--- src/rtl/flash_bridge_pkg.sv ---
// Shared types and widths for the CPU-to-SPI-flash request bridge.
package flash_bridge_pkg;

    localparam int FLASH_ADDR_W = 24;
    localparam int FLASH_DATA_W = 32;
    localparam int TAG_W        = FLASH_ADDR_W - 2;

    typedef enum logic [1:0] {
        ST_IDLE,
        ST_ISSUE,
        ST_GAP,
        ST_RESP
    } state_t;

endpackage

--- src/rtl/flash_word_cache.sv ---
// Single-entry word cache: combinational lookup, registered fill; fill is ignored
// whenever flush or invalidate is asserted in the same cycle.
module flash_word_cache
    import flash_bridge_pkg::*;
#(
    parameter int TW = TAG_W
) (
    input  logic                    clk,
    input  logic                    rst_n,
    input  logic [TW-1:0]           lookup_tag,
    output logic                    hit,
    output logic [FLASH_DATA_W-1:0] hit_data,
    input  logic                    fill,
    input  logic [TW-1:0]           fill_tag,
    input  logic [FLASH_DATA_W-1:0] fill_data,
    input  logic                    inval,
    input  logic                    flush
);

    logic                    line_vld;
    logic [TW-1:0]           line_tag;
    logic [FLASH_DATA_W-1:0] line_dat;

    always_ff @(posedge clk or negedge rst_n) begin
        if (!rst_n) begin
            line_vld <= 1'b0;
            line_tag <= '0;
            line_dat <= '0;
        end else if (flush || inval) begin
            line_vld <= 1'b0;
        end else if (fill) begin
            line_vld <= 1'b1;
            line_tag <= fill_tag;
            line_dat <= fill_data;
        end
    end

    assign hit      = line_vld && (line_tag == lookup_tag);
    assign hit_data = line_dat;

endmodule

--- src/rtl/flash_req_bridge.sv ---
// Sequences one word request at a time onto the flash command port; hits/misaligned
// respond next cycle, misses flash_ready+2. Holds the response until resp_ready; no request buffering.
module flash_req_bridge
    import flash_bridge_pkg::*;
#(
    parameter int TIMEOUT_CYCLES = 1 << 20,
    parameter int ADDR_W         = 24
) (
    input  logic                    clk,
    input  logic                    reset_n,
    input  logic                    req_valid,
    output logic                    req_ready,
    input  logic                    req_write,
    input  logic [ADDR_W-1:0]       req_addr,
    input  logic [FLASH_DATA_W-1:0] req_wdata,
    output logic                    resp_valid,
    input  logic                    resp_ready,
    output logic [FLASH_DATA_W-1:0] resp_rdata,
    output logic                    resp_err,
    input  logic                    cache_flush,
    output logic                    busy,
    output logic                    flash_en,
    output logic                    flash_write,
    output logic [FLASH_ADDR_W-1:0] flash_addr,
    output logic [FLASH_DATA_W-1:0] flash_data_in,
    input  logic [FLASH_DATA_W-1:0] flash_data_out,
    input  logic                    flash_ready
);

    localparam int AW_TAG = ADDR_W - 2;
    localparam int CNT_W  = (TIMEOUT_CYCLES > 1) ? $clog2(TIMEOUT_CYCLES) : 1;
    localparam logic [CNT_W-1:0] TMO_LAST = CNT_W'(TIMEOUT_CYCLES - 1);

    state_t                  state, state_nxt;
    logic [CNT_W-1:0]        tmo_cnt;
    logic [AW_TAG-1:0]       cmd_tag;
    logic                    accept, misaligned, cache_hit, rd_hit, done, tmo;
    logic [FLASH_DATA_W-1:0] cache_rdata;

    assign req_ready  = (state == ST_IDLE);
    assign busy       = (state != ST_IDLE);
    assign accept     = req_valid && req_ready;
    assign misaligned = |req_addr[1:0];
    assign rd_hit     = !req_write && !misaligned && cache_hit;
    assign done       = (state == ST_ISSUE) && flash_ready;
    // flash_ready in the final allowed cycle still counts as a completion
    assign tmo        = (state == ST_ISSUE) && !flash_ready && (tmo_cnt == TMO_LAST);

    flash_word_cache #(.TW(AW_TAG)) u_cache (
        .clk        (clk),
        .rst_n      (reset_n),
        .lookup_tag (req_addr[ADDR_W-1:2]),
        .hit        (cache_hit),
        .hit_data   (cache_rdata),
        .fill       (done && !flash_write),
        .fill_tag   (cmd_tag),
        .fill_data  (flash_data_out),
        .inval      (done && flash_write),
        .flush      (cache_flush)
    );

    always_ff @(posedge clk or negedge reset_n) begin
        if (!reset_n) state <= ST_IDLE;
        else          state <= state_nxt;
    end

    always_comb begin
        state_nxt = state;
        case (state)
            ST_IDLE:  if (accept) state_nxt = (misaligned || rd_hit) ? ST_RESP : ST_ISSUE;
            ST_ISSUE: if (done || tmo) state_nxt = ST_GAP;
            ST_GAP:   state_nxt = ST_RESP;
            ST_RESP:  if (resp_ready) state_nxt = ST_IDLE;
            default:  state_nxt = ST_IDLE;
        endcase
    end

    always_ff @(posedge clk or negedge reset_n) begin
        if (!reset_n) begin
            flash_en      <= 1'b0;
            flash_write   <= 1'b0;
            flash_addr    <= '0;
            flash_data_in <= '0;
            resp_valid    <= 1'b0;
            resp_rdata    <= '0;
            resp_err      <= 1'b0;
            tmo_cnt       <= '0;
            cmd_tag       <= '0;
        end else begin
            case (state)
                ST_IDLE: if (accept) begin
                    if (misaligned) begin
                        resp_valid <= 1'b1;
                        resp_rdata <= '0;
                        resp_err   <= 1'b1;
                    end else if (rd_hit) begin
                        resp_valid <= 1'b1;
                        resp_rdata <= cache_rdata;
                        resp_err   <= 1'b0;
                    end else begin
                        flash_en      <= 1'b1;
                        flash_write   <= req_write;
                        flash_addr    <= FLASH_ADDR_W'(req_addr);
                        flash_data_in <= req_wdata;
                        cmd_tag       <= req_addr[ADDR_W-1:2];
                        tmo_cnt       <= '0;
                    end
                end
                ST_ISSUE: begin
                    if (done) begin
                        flash_en   <= 1'b0;
                        resp_rdata <= flash_write ? '0 : flash_data_out;
                        resp_err   <= 1'b0;
                    end else if (tmo) begin
                        flash_en   <= 1'b0;
                        resp_rdata <= '0;
                        resp_err   <= 1'b1;
                    end else begin
                        tmo_cnt <= tmo_cnt + CNT_W'(1);
                    end
                end
                ST_GAP:  resp_valid <= 1'b1;
                ST_RESP: if (resp_ready) resp_valid <= 1'b0;
                default: ;
            endcase
        end
    end

endmodule
--- config.mk ---
export PLATFORM = sky130hd
export DESIGN_NAME = flash_req_bridge
export DESIGN_NICKNAME = d
export VERILOG_FILES = /design/src/rtl/flash_bridge_pkg.sv /design/src/rtl/flash_word_cache.sv /design/src/rtl/flash_req_bridge.sv
export SDC_FILE = /design/constraint.sdc
export NUM_CORES = 1
export LEC_CHECK = 0
export CAP_MARGIN = 30
export CORE_MARGIN = 8
export CORE_UTILIZATION = 40
export CTS_CLUSTER_DIAMETER = 200
export DETAILED_ROUTE_END_ITERATION = 10
export GPL_ROUTABILITY_DRIVEN = 0
export PLACE_DENSITY_LB_ADDON = 0.05
export SLEW_MARGIN = 20
export SYNTH_ARGS = -nofsm -noshare
export SYNTH_HDL_FRONTEND = slang
export SYNTH_SLANG_ARGS = --single-unit
--- constraint.sdc ---
create_clock -name clk -period 3 [get_ports clk]
set_input_delay 0.9 -clock clk [delete_from_list [all_inputs] [get_ports clk]]
set_output_delay 0.9 -clock clk [all_outputs]
set_load 0.02 [all_outputs]
==> results by group <==
Finish
  – Most frequent cells in the layout: 187 x clkdlybuf4s50_1, 169 x dfrtp_1, 110 x mux2_2
  – Layout fillers: around 1600
  – Layout cells sized above 1: between 20% and 30%
  – Layout area overhead: 39.8%
  – FF/Latch Area: between 0.004 and 0.005 mm^2
  – Finished Core Util: 56.8%
  – Most common cell after layout, fill and taps aside: clkdlybuf4s50_1
  – Area of the multi-input gates: approximately 0.0032 mm^2
  – Final net count: 881

Worst setup path
  – Reg2reg end: resp_rdata[31]$_DFFE_PN0P_
  – Crit Path Max Fanout: 6
  – Critical path's slowest cell: clkdlybuf4s50_1
  – Crit path from: state[0]$_DFFE_PN0P_
  – Reg2reg start: tmo_cnt[0]$_DFFE_PN0P_
  – Crit. End Element: output pin
  – Worst endpoint required time: 2100 ps
  – R2r setup slk: about 350 ps
  – Crit-path most repeated cell: inv_1
  – Worst Setup Start Kind: flip-flop
  – Crit path max-delay family: buffers and inverters
  – WS Path Type: flip-flop to output pin
  – CP Depth: 4
  – Setup crit end: busy
  – Crit path buffers/inverters: 3
  – Arr. time, crit path: 1980 ps
  – Worst-path cell chain: inv_1 -> ha_1 -> inv_1 -> clkdlybuf4s50_1
  – Reg2Reg Depth: 8
  – Slowest stage delay, CP: 630 ps

Synthesis
  – Sequential element share of the synthesized area: 55.6%
  – Top post-synthesis cells by area: dfrtp_1 56%, mux2_2 16%, mux2_4 5.9%
  – Post-synth top area share: between 50% and 60%
  – Ys async rst share: 100%
  – Seq cells post-synth: 169
  – Synth Net Count: 670
  – Top_reg_cell synth: dfrtp_1
  – Synth warnings: 0
  – EDFF count, synth: 0
  – Unique cell type count in the Yosys netlist: 48
  – Syn Std Cell Area: 0.00760 mm^2
  – Post-synthesis average cell area: about 13 um^2
  – Synth area leader: dfrtp_1
  – Post-Synthesis Cells: 570

Clock network
  – Root Buffer: clkbuf_16
  – Clk_lat worst skew: 420 ps
  – Clock-pin slew on the worst setup and hold paths: 60 ps
  – Total clock buffers created by CTS: 17
  – CTS tree: done
  – # hold bufs at CTS: 0
  – Setup Buffers After CTS: 0
  – Clock Path Buffers: 2
  – Post-CTS Resized: 0
  – Clk sinks: 169
  – H-tree depth: 4

STA
  – Period utilization: roughly 96%
  – Setup-failing EPs final: 0
  – Worst Clk Skew: 9.85 ps
  – Final hold violation count: 0
  – Slew margin rel.: roughly two thirds
  – Final Slew Violations: 0
  – Fmax: about 0.35 GHz
  – Tmin final: 2880 ps
  – RSZ-0062 raised after global routing: no
  – Worst-Margin Slew: 466 ps

Placement
  – Hpwl dp: approximately 14000 um
  – Port-buffer cells: 188

Global route
  – Initial antenna violation count: 1
  – Grt total ovfl: 0
  – First-pass GRT wire length: 31400 um
  – Overall Global Routing Usage: 16.6%
  – Largest net degree at the start of global routing: 54
  – Vias in the first global route: a little under 6000

Floorplan
  – Die height: 154 um
  – Core Box Area: 0.0187 mm^2
  – Full die area: roughly 0.024 mm^2
  – IO Pins: approximately 190
  – Die Width: 154 um
  – Initial Utilization: 40.6%
  – Std cell rows: 50

Detailed routing
  – Routed wire per std cell: 18.7 um
  – Drt drc: 0
  – Via count: approximately 5400
  – Starting DRT DRC Count: roughly 200
  – Antenna Nets Post-Route: 0
  – DRT Pass-1 Iters: 4
  – DR vias/cell: around 5.2
  – Total Routed Length: 19300 um

Run
  – Maxcap violations: 0

Power and ir drop
  – Power per cell area: approximately 1000 mW/mm^2
  – Total power: 10.6 mW
  – Maximum resistive drop on vdd: 0.000513 V
  – Pleak: 4.67 nW

Run status
  – Status: complete, no violations

Hold path
  – Worst min-delay path class: input port to async pin
logic make-up after synthesis:
family,after synthesis,synth area share (%)
DFF,169,55.6
muxes,145,22.9
and+or+nand+nor,120,8.69
AOI/OAI and AO/OA,71,7.24
adders and majority gates,5,0.823
xor gates and xnor gates,22,2.53
buffers and inverters,38,2.17
worst min path at each step:
| stage | start | to | slack, ps | depth (start not counted) |
|---|---|---|---|---|
| floorplan | tmo_cnt[14]$_DFFE_PN0P_ | tmo_cnt[14]$_DFFE_PN0P_ | 470 | 1 |
| CTS | reset_n | tmo_cnt[0]$_DFFE_PN0P_ | 380 | 1 |
| detailed placement | flash_addr[0]$_DFFE_PN0P_ | flash_addr[0]$_DFFE_PN0P_ | 470 | 1 |
| finish | reset_n | tmo_cnt[9]$_DFFE_PN0P_ | 380 | 1 |
| global placement | flash_addr[1]$_DFFE_PN0P_ | flash_addr[1]$_DFFE_PN0P_ | 470 | 1 |
| global route | reset_n | tmo_cnt[9]$_DFFE_PN0P_ | 380 | 1 |
routing by layer:
| metal | up-vias | track usage (%) | share of wire [%] |
|---|---|---|---|
| li1 | 2513 | - | - |
| met1 | 2671 | 19.8 | 42 |
| met2 | 144 | 26.1 | 47 |
| met3 | 20 | 8.13 | 9.4 |
| met4 | 2 | 4.95 | 1.5 |
| met5 | - | 0 | 0.052 |
metrics by stage:
step / TNS, ps / setup slack, ps / cell area, um^2 / hold slack [ps] / std cells
floorplan: 0 / 267 / 7600 / 473 / 570
global placement: -20240 / -244 / 10000 / 471 / 996
detailed placement: -22550 / -271 / 10000 / 471 / 996
CTS: 0 / 106 / 10600 / 381 / 1028
global route: 0 / 4.11 / 10600 / 384 / 1028
finish: 0 / 121 / 10600 / 377 / 1030
where the power goes:
part / switching, mW / total, mW / internal (mW)
clock: 0.918 / 2.24 / 1.32
sequential: 0.613 / 3.87 / 3.25
combinational: 2.07 / 4.54 / 2.47
registers in the layout (all words and copies together), names as in the netlist:
signal            count
resp_valid            1
resp_rdata           32
flash_en              1
flash_write           1
resp_err              1
state                 2
u_cache.line_tag     22
flash_addr           24
u_cache.line_vld      1
tmo_cnt              20
u_cache.hit_data     32
flash_data_in        32
synth_stat cells, types with 2 or more instances:
cell	instances
a211o_1	2
a21boi_0	2
a21oi_1	4
a22o_1	32
and2_1	3
and3_1	4
buf_6	3
clkbuf_1	27
dfrtp_1	169
ha_1	5
inv_1	8
mux2_1	2
mux2_2	110
mux2_4	30
mux2i_1	3
nand2_1	30
nand3_1	23
nand4_1	5
nor2_1	12
nor3_1	7
nor3b_1	3
nor4_1	10
o211ai_1	8
o21a_1	2
o21ai_0	8
o21ai_1	3
o31ai_1	2
or3_1	2
or4_1	10
or4b_2	3
xnor2_1	2
xor2_1	20
area by class of cell:
class,instances,share of cell area (%)
Antenna cell,2,0.0471
Clock buffer,19,4.07
Clock inverter,13,1.59
Inverter,8,0.283
Multi-Input combinational cell,363,30.5
Sequential cell,169,39.8
Tap cell,234,2.75
Timing Repair Buffer,222,20.9
No activity file was read; power rests on OpenSTA's default activity.
